<file path="config.mk">
export PLATFORM = sky130hd
export DESIGN_NAME = product_seg_encoder
export DESIGN_NICKNAME = d
export VERILOG_FILES = /design/src/rtl/product_seg_encoder_pkg.sv /design/src/rtl/product_seg_encoder_bcd_to_seg.sv /design/src/rtl/product_seg_encoder.sv
export SDC_FILE = /design/constraint.sdc
export NUM_CORES = 1
export LEC_CHECK = 0
export BUFFER_PORTS_ARGS = -buffer_cell sky130_fd_sc_hd__buf_2
export CORE_MARGIN = 10
export CORE_UTILIZATION = 55
export DETAILED_ROUTE_END_ITERATION = 6
export PLACE_DENSITY = 0.77
export SKIP_LAST_GASP = 1
export SYNTH_ARGS = -nofsm -noshare
export SYNTH_HDL_FRONTEND = slang
export SYNTH_SLANG_ARGS = --single-unit
</file>
<file path="constraint.sdc">
create_clock -name clk -period 3.2 [get_ports clk]
set_input_delay 0.32 -clock clk [delete_from_list [all_inputs] [get_ports clk]]
set_output_delay 0.32 -clock clk [all_outputs]
set_load 0.05 [all_outputs]
</file>
<file path="src/rtl/product_seg_encoder_pkg.sv">
// -----------------------------------------------------------------------------
// product_seg_encoder_pkg
//
// Shared constants for the product display path. The 7-segment codes here are
// the same ones the multiplier's operand decoder accepts, so a displayed result
// can be fed straight back in as an operand.
//
// Contents:
//   SEG_0 .. SEG_9   digit codes {a,b,c,d,e,f,g}, active-high
//   SEG_BLANK        all segments off (suppressed leading zero)
//   SEG_MINUS        segment g only (overflow indication)
//   state_t          encoder FSM states (IDLE / CONV / ENC)
//   add3()           double-dabble digit correction
// -----------------------------------------------------------------------------
package product_seg_encoder_pkg;

    localparam logic [6:0] SEG_0     = 7'b1111110;
    localparam logic [6:0] SEG_1     = 7'b0110000;
    localparam logic [6:0] SEG_2     = 7'b1101101;
    localparam logic [6:0] SEG_3     = 7'b1111001;
    localparam logic [6:0] SEG_4     = 7'b0110011;
    localparam logic [6:0] SEG_5     = 7'b1011011;
    localparam logic [6:0] SEG_6     = 7'b1011111;
    localparam logic [6:0] SEG_7     = 7'b1110000;
    localparam logic [6:0] SEG_8     = 7'b1111111;
    localparam logic [6:0] SEG_9     = 7'b1111011;
    localparam logic [6:0] SEG_BLANK = 7'b0000000;
    localparam logic [6:0] SEG_MINUS = 7'b0000001;

    typedef enum logic [1:0] {
        ST_IDLE = 2'd0,
        ST_CONV = 2'd1,
        ST_ENC  = 2'd2
    } state_t;

    // A BCD digit of 5 or more would exceed 9 after the next left shift;
    // adding 3 first makes the shift carry into the next digit instead.
    function automatic logic [3:0] add3(input logic [3:0] nib);
        return (nib >= 4'd5) ? nib + 4'd3 : nib;
    endfunction

endpackage

</file>
<file path="src/rtl/product_seg_encoder_bcd_to_seg.sv">
// -----------------------------------------------------------------------------
// bcd_to_seg
//
// Combinational BCD digit to 7-segment code.
//
// Ports:
//   bcd  in   4  BCD digit 0..9
//   seg  out  7  code {a,b,c,d,e,f,g}, active-high; non-BCD inputs give blank
// -----------------------------------------------------------------------------
module bcd_to_seg
    import product_seg_encoder_pkg::*;
(
    input  logic [3:0] bcd,
    output logic [6:0] seg
);

    always_comb begin
        // NOTE: the default arm assigns seg on every path, so no latch is
        // inferred; it also covers the six codes double-dabble never produces.
        unique case (bcd)
            4'd0:    seg = SEG_0;
            4'd1:    seg = SEG_1;
            4'd2:    seg = SEG_2;
            4'd3:    seg = SEG_3;
            4'd4:    seg = SEG_4;
            4'd5:    seg = SEG_5;
            4'd6:    seg = SEG_6;
            4'd7:    seg = SEG_7;
            4'd8:    seg = SEG_8;
            4'd9:    seg = SEG_9;
            default: seg = SEG_BLANK;
        endcase
    end

endmodule

</file>
<file path="src/rtl/product_seg_encoder.sv">
// -----------------------------------------------------------------------------
// product_seg_encoder
//
// Converts the signed Booth multiplier product to sign + decimal 7-segment
// digits using double-dabble, one product bit per clock.
//
// Timing: start sampled in IDLE at edge E0, IN_W shift edges in CONV, one ENC
// edge registers the result, so done and the new outputs appear after E(IN_W+1).
//
// Parameters:
//   IN_W    width of the signed product
//   DIGITS  number of displayed decimal digits
//   BLANK   1 = suppress leading zeros (units digit always shown)
//
// Ports:
//   clk      in   1         rising-edge clock
//   reset    in   1         synchronous active-high reset, aborts a conversion
//   start    in   1         conversion request, only honoured in IDLE
//   product  in   IN_W      two's-complement value, captured on accept
//   busy     out  1         accept edge until the done cycle
//   done     out  1         one-cycle pulse, outputs updated
//   neg      out  1         sign of the last converted value
//   ovf      out  1         magnitude above 10^DIGITS-1 (all digits show minus)
//   seg_out  out  7*DIGITS  digit codes, digit DIGITS-1 in the top bits
// -----------------------------------------------------------------------------
module product_seg_encoder
    import product_seg_encoder_pkg::*;
#(
    parameter int IN_W   = 15,
    parameter int DIGITS = 4,
    parameter int BLANK  = 1
) (
    input  logic                  clk,
    input  logic                  reset,
    input  logic                  start,
    input  logic [IN_W-1:0]       product,
    output logic                  busy,
    output logic                  done,
    output logic                  neg,
    output logic                  ovf,
    output logic [7*DIGITS-1:0]   seg_out
);

    // One guard digit above the displayed ones detects overflow.
    localparam int BCD_W = 4 * (DIGITS + 1);
    localparam int CNT_W = $clog2(IN_W + 1);
    localparam logic [IN_W-1:0]  MAG_ONE = IN_W'(1);
    localparam logic [CNT_W-1:0] CNT_ONE = CNT_W'(1);

    // Display of the value 0, used as the reset image of seg_out.
    function automatic logic [7*DIGITS-1:0] zero_image();
        logic [7*DIGITS-1:0] img;
        for (int i = 0; i < DIGITS; i++) begin
            img[7*i +: 7] = (BLANK != 0 && i != 0) ? SEG_BLANK : SEG_0;
        end
        return img;
    endfunction

    localparam logic [7*DIGITS-1:0] SEG_RESET = zero_image();

    state_t                   state;
    logic [IN_W-1:0]          mag;
    logic [BCD_W-1:0]         bcd;
    logic [CNT_W-1:0]         cnt;
    logic                     neg_cap;

    logic [BCD_W-1:0]         bcd_adj;
    logic [BCD_W+IN_W-1:0]    shift_next;
    logic [6:0]               dig_seg [DIGITS];
    logic [7*DIGITS-1:0]      seg_next;
    logic                     ovf_next;

    // Add-3 correction on every nibble, then shift {bcd, mag} left by one.
    always_comb begin
        bcd_adj = bcd;
        for (int i = 0; i < DIGITS + 1; i++) begin
            bcd_adj[4*i +: 4] = add3(bcd[4*i +: 4]);
        end
        shift_next = {bcd_adj, mag} << 1;
    end

    for (genvar g = 0; g < DIGITS; g++) begin : g_dig
        bcd_to_seg u_bcd_to_seg (
            .bcd (bcd[4*g +: 4]),
            .seg (dig_seg[g])
        );
    end

    // Final display image from the completed BCD value. Leading-zero tracking
    // walks from the MSD down; the units digit is never blanked so 0 shows as 0.
    always_comb begin
        logic lead_zero;
        ovf_next  = (bcd[BCD_W-1 -: 4] != 4'd0);
        seg_next  = '0;
        lead_zero = 1'b1;
        for (int i = DIGITS - 1; i >= 0; i--) begin
            lead_zero = lead_zero && (bcd[4*i +: 4] == 4'd0);
            if (ovf_next) begin
                seg_next[7*i +: 7] = SEG_MINUS;
            end else if (BLANK != 0 && i != 0 && lead_zero) begin
                seg_next[7*i +: 7] = SEG_BLANK;
            end else begin
                seg_next[7*i +: 7] = dig_seg[i];
            end
        end
    end

    always_ff @(posedge clk) begin
        // NOTE: all state here uses non-blocking assignment so every register
        // updates from the pre-edge values, independent of statement order.
        if (reset) begin
            state   <= ST_IDLE;
            busy    <= 1'b0;
            done    <= 1'b0;
            neg     <= 1'b0;
            ovf     <= 1'b0;
            seg_out <= SEG_RESET;
            mag     <= '0;
            bcd     <= '0;
            cnt     <= '0;
            neg_cap <= 1'b0;
        end else begin
            done <= 1'b0;
            unique case (state)
                ST_IDLE: begin
                    if (start) begin
                        // Magnitude kept at IN_W unsigned bits so the most
                        // negative product still has a representable magnitude.
                        neg_cap <= product[IN_W-1];
                        mag     <= product[IN_W-1] ? (~product + MAG_ONE) : product;
                        bcd     <= '0;
                        cnt     <= CNT_W'(IN_W);
                        busy    <= 1'b1;
                        state   <= ST_CONV;
                    end
                end
                ST_CONV: begin
                    bcd <= shift_next[BCD_W+IN_W-1 -: BCD_W];
                    mag <= shift_next[IN_W-1:0];
                    cnt <= cnt - CNT_ONE;
                    if (cnt == CNT_ONE) begin
                        state <= ST_ENC;
                    end
                end
                ST_ENC: begin
                    seg_out <= seg_next;
                    neg     <= neg_cap;
                    ovf     <= ovf_next;
                    done    <= 1'b1;
                    busy    <= 1'b0;
                    state   <= ST_IDLE;
                end
                default: begin
                    state <= ST_IDLE;
                end
            endcase
        end
    end

endmodule
</file>
==> out/metrics.cfg, run 1 <==
[setup_path]
cp.required_ns=3.49
timing.rr.start=bcd[12]
cp.arrival_ns=2.93
cp-end-kind=flip-flop
critPathLaunchType=flip-flop
path_class=flip-flop to flip-flop
cp-startpoint=bcd[12]
cp_max_fo=7

[finish]
final_nets=636
syn_to_final_growth_pct=10.3
instances_no_fill=691
drive_gt1_share_pct=14.2
seqCellArea_um2=2040
final_common_cell=dfxtp_1
multi_input_area_um2=2630
fin_area_um2=5450
mostFrequentLayoutCells=dfxtp_1, buf_2, inv_1, ha_1, o21ai_0
diodes=0
fillers=747

[cts]
ctsHtreeMaxLevel=3
cts_inserted_buffers=9
clock_tree.buffer_depth=2
clk_latency_ns=0.37
cts_setup_buffers=0
cts_tree=built
clock_sinks=102
holdBufCountCts=0
root_buffer=clkbuf_8
post_cts_resized=0
clk_pin_slew_ns=0.10

[sta]
rsz0062_at_grt=false
finalSetupTns_ns=0
slew_violations=0
setup_viol=0
fin_crit_ns=2.64
period_share_pct=82.4
relSlewSlack_pct=46.1
tightest_slew_ns=0.802
max_freq_mhz=379
worst_clock_skew_ns=0.0114
setup_ws_ns=0.565
hold_violations=0

[drt]
wire_per_inst_um=16.2
routed_wl_mm=11.2
drc=0
ant_nets=0
vias_per_cell=6.00
vias=4143
first_pass_iters=6
drtIter0Drc=308

[floorplan]
num_rows=34
initial_core_util_pct=56.6
ioPinCount=50
die_height_um=115
dieArea_um2=13200
die_w_um=115
coreArea_um2=8720

[logic_synthesis]
netlist_area_um2=4940
syn_inst=534
netlist.area_leader.share_pct=41.3
synth-edff-count=0
avgSynthCellArea_um2=9.25
synth_warnings=0
ys.flop_type=dfxtp_1
synth_cell_types=68
synth_top_cell_by_area=dfxtp_1
ys_ff_latch=102
synth_area_leaders=dfxtp_1, ha_1, a22o_1, o21ai_0, inv_1
synth_nets=591
yosysSeqAreaShare_pct=41.3
async_reset_ff_share_pct=0

[global_route]
grt_usage_pct=17.2
grt_pass1_vias=4001
antenna_found_initial=0
grt-ovfl-total=0
grt_pass1_wl_mm=18.8
grt_max_degree=20

[power_and_ir_drop]
ir_worst_vdd_mv=0.223
power_density_nw_per_um2=418
totalPowerFinal_mw=2.28
p_leak_nw=2.35

[hold_path]
worstHoldPathType=primary input to flip-flop
min_from=product[0]

[placement]
placed_area_um2=5280
io_buffer_count=49
post-place-cells=676
dp_hpwl_mm=8.23
pre_cts_slack_ns=0.346
routabilityCongestion=0.897

[outcome]
status=finished, final reports clean

[run]
drv_cap=0

## cell usage after synthesis, types with 3 or more instances
library cell    n
a22o_1         21
o31ai_1         4
a21oi_1        24
xor2_1         11
o21ai_0        35
a21o_1          6
xnor2_1         7
ha_1           39
clkbuf_1       18
nor3b_1         4
a211oi_1        6
and2_1          5
o311ai_0        5
buf_6           3
nor3_1          8
inv_1          39
a31oi_1         6
and3_1          4
nor2_1         29
o211ai_1        3
mux2i_1         3
nor4_1          6
or3_1           4
nand2b_1        9
nand2_1        33
o21a_1          3
nor2b_1         5
nand3_1        20
buf_2           3
o22ai_1         9
a221o_1         6
a22oi_1        11
dfxtp_1       102
## registers in the layout, indices dropped and copies added, names as in the netlist
signal	flops
mag	15
seg_out	28
neg_cap	1
busy	1
state	2
neg	1
ovf	1
done	1
bcd	20
g_dig.u_bcd_to_seg.seg	28
cnt	4
## per-layer routing
layer  up-vias  routed length (µm)  GRT usage, %
met5         -                   0             0
met4         0                 121          6.19
met3        11                 616          4.01
met2       106                5630          29.7
met1      1994                4830          20.3
li1       2032                   -             -
## cells by family (layout without fill, tap and decap cells)
logic type / after synthesis / after routing / share of synthesized area (%)
xor+xnor: 18 / 18 / 3.19
compound gates: 171 / 171 / 25.7
mux: 3 / 3 / 0.608
buf+inv: 66 / 115 / 5.55
flops: 102 / 102 / 41.3
fa+ha+maj: 39 / 39 / 9.88
simple gates: 135 / 135 / 13.7
## final cells by class
type                    count  share of cell area (%)
multi-input cells         366                    48.2
clock buffers              12                    2.66
inverters                  40                    2.76
flip-flops and latches    102                    37.5
well taps                 108                    2.48
clock inverters             3                   0.390
repair buffers             60                    6.02
## where the power goes
part / internal, mW / switching (mW) / total (mW)
registers: 1.30 / 0.0231 / 1.33
clock network: 0.301 / 0.419 / 0.719
logic: 0.0799 / 0.150 / 0.230
## final timing paths
kind,to,cells after the start,slack (ns)
max,g_dig[3].u_bcd_to_seg.seg[1],10,0.56
min,mag[0],3,0.26
max reg2reg,g_dig[3].u_bcd_to_seg.seg[1],10,0.56
min reg2reg,seg_out[18],1,0.45
## worst max-delay path: stages, from the launching register on
cell,delay [ns]
dfxtp_1,0.39
inv_1,0.10
ha_1,0.25
nand2b_1,0.14
a2111oi_0,0.13
a211oi_2,0.47
inv_1,0.18
ha_1,0.24
nor4_1,0.33
a311oi_1,0.12
a21oi_1,0.19
## through the flow
step	hold WS [ns]	utilization (%)
final	0.264	62.5
after floorplan	0.420	-
after detailed placement	0.426	60.5
after global placement	0.424	60.5
after CTS	0.260	62.4
after global routing	0.289	62.5
(Power assumes the default switching activity.)
==> run 2: changes to the inputs <==
--- a/config.mk
+++ b/config.mk
@@ -7,9 +7,9 @@
 export LEC_CHECK = 0
 export BUFFER_PORTS_ARGS = -buffer_cell sky130_fd_sc_hd__buf_2
 export CORE_MARGIN = 10
-export CORE_UTILIZATION = 55
+export CORE_UTILIZATION = 53
 export DETAILED_ROUTE_END_ITERATION = 6
-export PLACE_DENSITY = 0.77
+export PLACE_DENSITY = 0.78
 export SKIP_LAST_GASP = 1
 export SYNTH_ARGS = -nofsm -noshare
 export SYNTH_HDL_FRONTEND = slang
==> constraint.sdc (replaced) <==
create_clock -name clk -period 2.2 [get_ports clk]
set_input_delay 0.22 -clock clk [delete_from_list [all_inputs] [get_ports clk]]
set_output_delay 0.22 -clock clk [all_outputs]
set_load 0.05 [all_outputs]
==> out/metrics.cfg, run 2 (synthesized netlist as in run 1, its figures left out) <==
[global_route]
grt-ovfl-total=0  ; unchanged
grt_max_degree=31  ; was 20
grt_pass1_wl_mm=20.0  ; was 18.8 mm
grt_usage_pct=18.1  ; was 17.2%
antenna_found_initial=0  ; unchanged
grt_pass1_vias=4327  ; was 4001

[sta]
fin_crit_ns=2.31  ; was 2.64 ns
setup_viol=5  ; was 0
max_freq_mhz=434  ; was 379 MHz
relSlewSlack_pct=20.6  ; was 46.1%
worst_clock_skew_ns=0.0111  ; was 0.0114 ns
hold_violations=0  ; unchanged
period_share_pct=105  ; was 82.4%
setup_ws_ns=-0.105  ; was 0.565 ns
slew_violations=0  ; unchanged
whs_ns=0.163  ; was 0.264 ns
rsz0062_at_grt=true  ; was false
tightest_slew_ns=1.19  ; was 0.802 ns

[setup_path]
setup.reg_to_reg.worst_slack_ns=-0.11  ; was 0.56 ns
cp.required_ns=2.45  ; was 3.49 ns
cp-end-kind=flip-flop  ; unchanged
rr_worst_depth=11  ; was 10
cp_max_fo=3  ; was 7
path_depth=11  ; was 10
path_class=flip-flop to flip-flop  ; unchanged
cp_common_cell=ha_4
critPathTopFamily=compound AO/OA/AOI/OAI gates  ; unchanged
critPathMaxStageDelay_ns=0.36  ; was 0.47 ns
cp.arrival_ns=2.56  ; was 2.93 ns
reg2reg_to=g_dig[2].u_bcd_to_seg.seg[1]  ; was g_dig[3].u_bcd_to_seg.seg[1]
critPathLaunchType=flip-flop  ; unchanged
crit_chain=inv_4 > ha_4 > nand2b_4 > a21o_1 > xnor2_1 > nand2_1 > buf_6 > a21o_4 > ha_4 > a2111oi_4 > nor2_1  ; was inv_1 > ha_1 > nand2b_1 > a2111oi_0 > a211oi_2 > inv_1 > ha_1 > nor4_1 > a311oi_1 > a21oi_1
cp-startpoint=bcd[9]  ; was bcd[12]
critical_path_buf_inv_count=2  ; unchanged
timing.rr.start=bcd[9]  ; was bcd[12]
cp-endpoint=g_dig[2].u_bcd_to_seg.seg[1]  ; was g_dig[3].u_bcd_to_seg.seg[1]
slowest_stage=dfxtp_2  ; was a211oi_2

[cts]
clock_sinks=102  ; unchanged
clk_latency_ns=0.37  ; about the same
clk_pin_slew_ns=0.10  ; about the same
root_buffer=clkbuf_8  ; unchanged
clock_tree.buffer_depth=2  ; unchanged
cts_inserted_buffers=9  ; unchanged
ctsHtreeMaxLevel=3  ; unchanged
cts_tree=built  ; unchanged

[floorplan]
dieArea_um2=13600  ; was 13200 µm²
num_rows=35  ; was 34
coreArea_um2=9150  ; was 8720 µm²
die_w_um=117  ; was 115 µm
ioPinCount=50  ; unchanged
initial_core_util_pct=54.0  ; was 56.6%
die_height_um=117  ; was 115 µm

[finish]
final_nets=697  ; was 636
syn_to_final_growth_pct=26.4  ; was 10.3%
fillers=683  ; was 747
drive_gt1_share_pct=30.1  ; was 14.2%
mostFrequentLayoutCells=dfxtp_1, buf_4, buf_2  ; was dfxtp_1, buf_2, inv_1, ha_1, o21ai_0
diodes=0  ; unchanged
final_common_cell=dfxtp_1  ; unchanged

[power_and_ir_drop]
power_density_nw_per_um2=562  ; was 418 nW/µm²
ir_worst_vdd_mv=0.256  ; was 0.223 mV
totalPowerFinal_mw=3.51  ; was 2.28 mW
p_leak_nw=2.70  ; was 2.35 nW

[drt]
routed_wl_mm=12.7  ; was 11.2 mm
met1Wirelength_mm=5.30  ; was 4.83 mm
first_pass_iters=6  ; unchanged
drc=0  ; unchanged
route.met2.wl_mm=6.20  ; was 5.63 mm
wire_per_inst_um=16.7  ; was 16.2 µm
highest_layer=met4  ; unchanged
met3WireLength_um=729  ; was 616 µm
vias=4489  ; was 4143
ant_nets=0  ; unchanged
drtIter0Drc=309  ; was 308
vias_per_cell=5.94  ; was 6.00

[hold_path]
worstHoldPathType=primary input to flip-flop  ; unchanged

[outcome]
violations=setup timing
status=finished with violations  ; was finished, final reports clean

[run]
drv_cap=0  ; unchanged

[placement]
dp_hpwl_mm=9.06  ; was 8.23 mm
io_buffer_count=49  ; unchanged
routabilityCongestion=0.869  ; was 0.897

[run 2: changes by cell type in the layout (fill, tap and decap cells not counted), sizes merged]
cell,delta
buf,+61
bufinv,+1
clkbuf,-1
clkinvlp,+1
[run 2: worst min-delay path by stage]
stage / start / to / slack [ns] / depth (start not counted)
after global placement: g_dig[1].u_bcd_to_seg.seg[6] / seg_out[13] / 0.42 / 1
after CTS: product[4] / mag[4] / 0.16 / 3
after floorplan: product[0] / mag[0] / 0.40 / 2
after global routing: product[6] / mag[6] / 0.17 / 3
final: product[4] / mag[4] / 0.16 / 3
after detailed placement: g_dig[2].u_bcd_to_seg.seg[4] / seg_out[18] / 0.43 / 1
[run 2: final cells by class]
cell class / instances / area [µm²] / share of cell area [%]
clock buffer: 11 / 141 / 2.26
sequential: 102 / 2050 / 32.9
timing repair buffer: 121 / 793 / 12.7
clock inverter: 5 / 58.8 / 0.942
multi-input combinational: 366 / 2900 / 46.5
inverter: 40 / 155 / 2.49
tap: 111 / 139 / 2.22
[run 2: routing by layer]
layer | up-vias | global-route usage [%]
met2 | 155 | 31.1
met5 | - | 0
li1 | 2159 | -
met3 | 42 | 3.18
met1 | 2133 | 21.0
met4 | 0 | 9.56
[run 2: where the power goes]
group / switching (mW) / internal (mW) / total (mW)
Sequential: 0.0291 / 1.89 / 1.92
Combinational: 0.246 / 0.150 / 0.396
Clock: 0.633 / 0.557 / 1.19
Total: 0.908 / 2.60 / 3.51
[run 2: repair_timing]
action                     4_1_cts  5_1_grt
buffers inserted                 1        9
setup endpoints to repair       12       32
gates resized for setup         19       50
pin swaps                        4       21
hold buffers                     0        0
[run 2: stage by stage]
stage          worst slack (ns)  TNS, ns  utilization, %  instance area, µm²  cells
4_1_cts                 -0.0236  -0.0278            65.4                5990    747
3_5_place_dp            -0.0852   -0.392            62.2                5690    730
2_1_floorplan           -0.0193  -0.0193               -                4970    534
5_1_grt                  -0.196   -0.973            68.2                6240    756
3_3_place_gp             0.0214        0            62.2                5690    730
6_report                 -0.105   -0.224            68.2                6240    756
[run 2: worst min-delay path: stages]
cell	delay [ns]
buf_2	0.11
xor2_1	0.06
o21ai_0	0.12
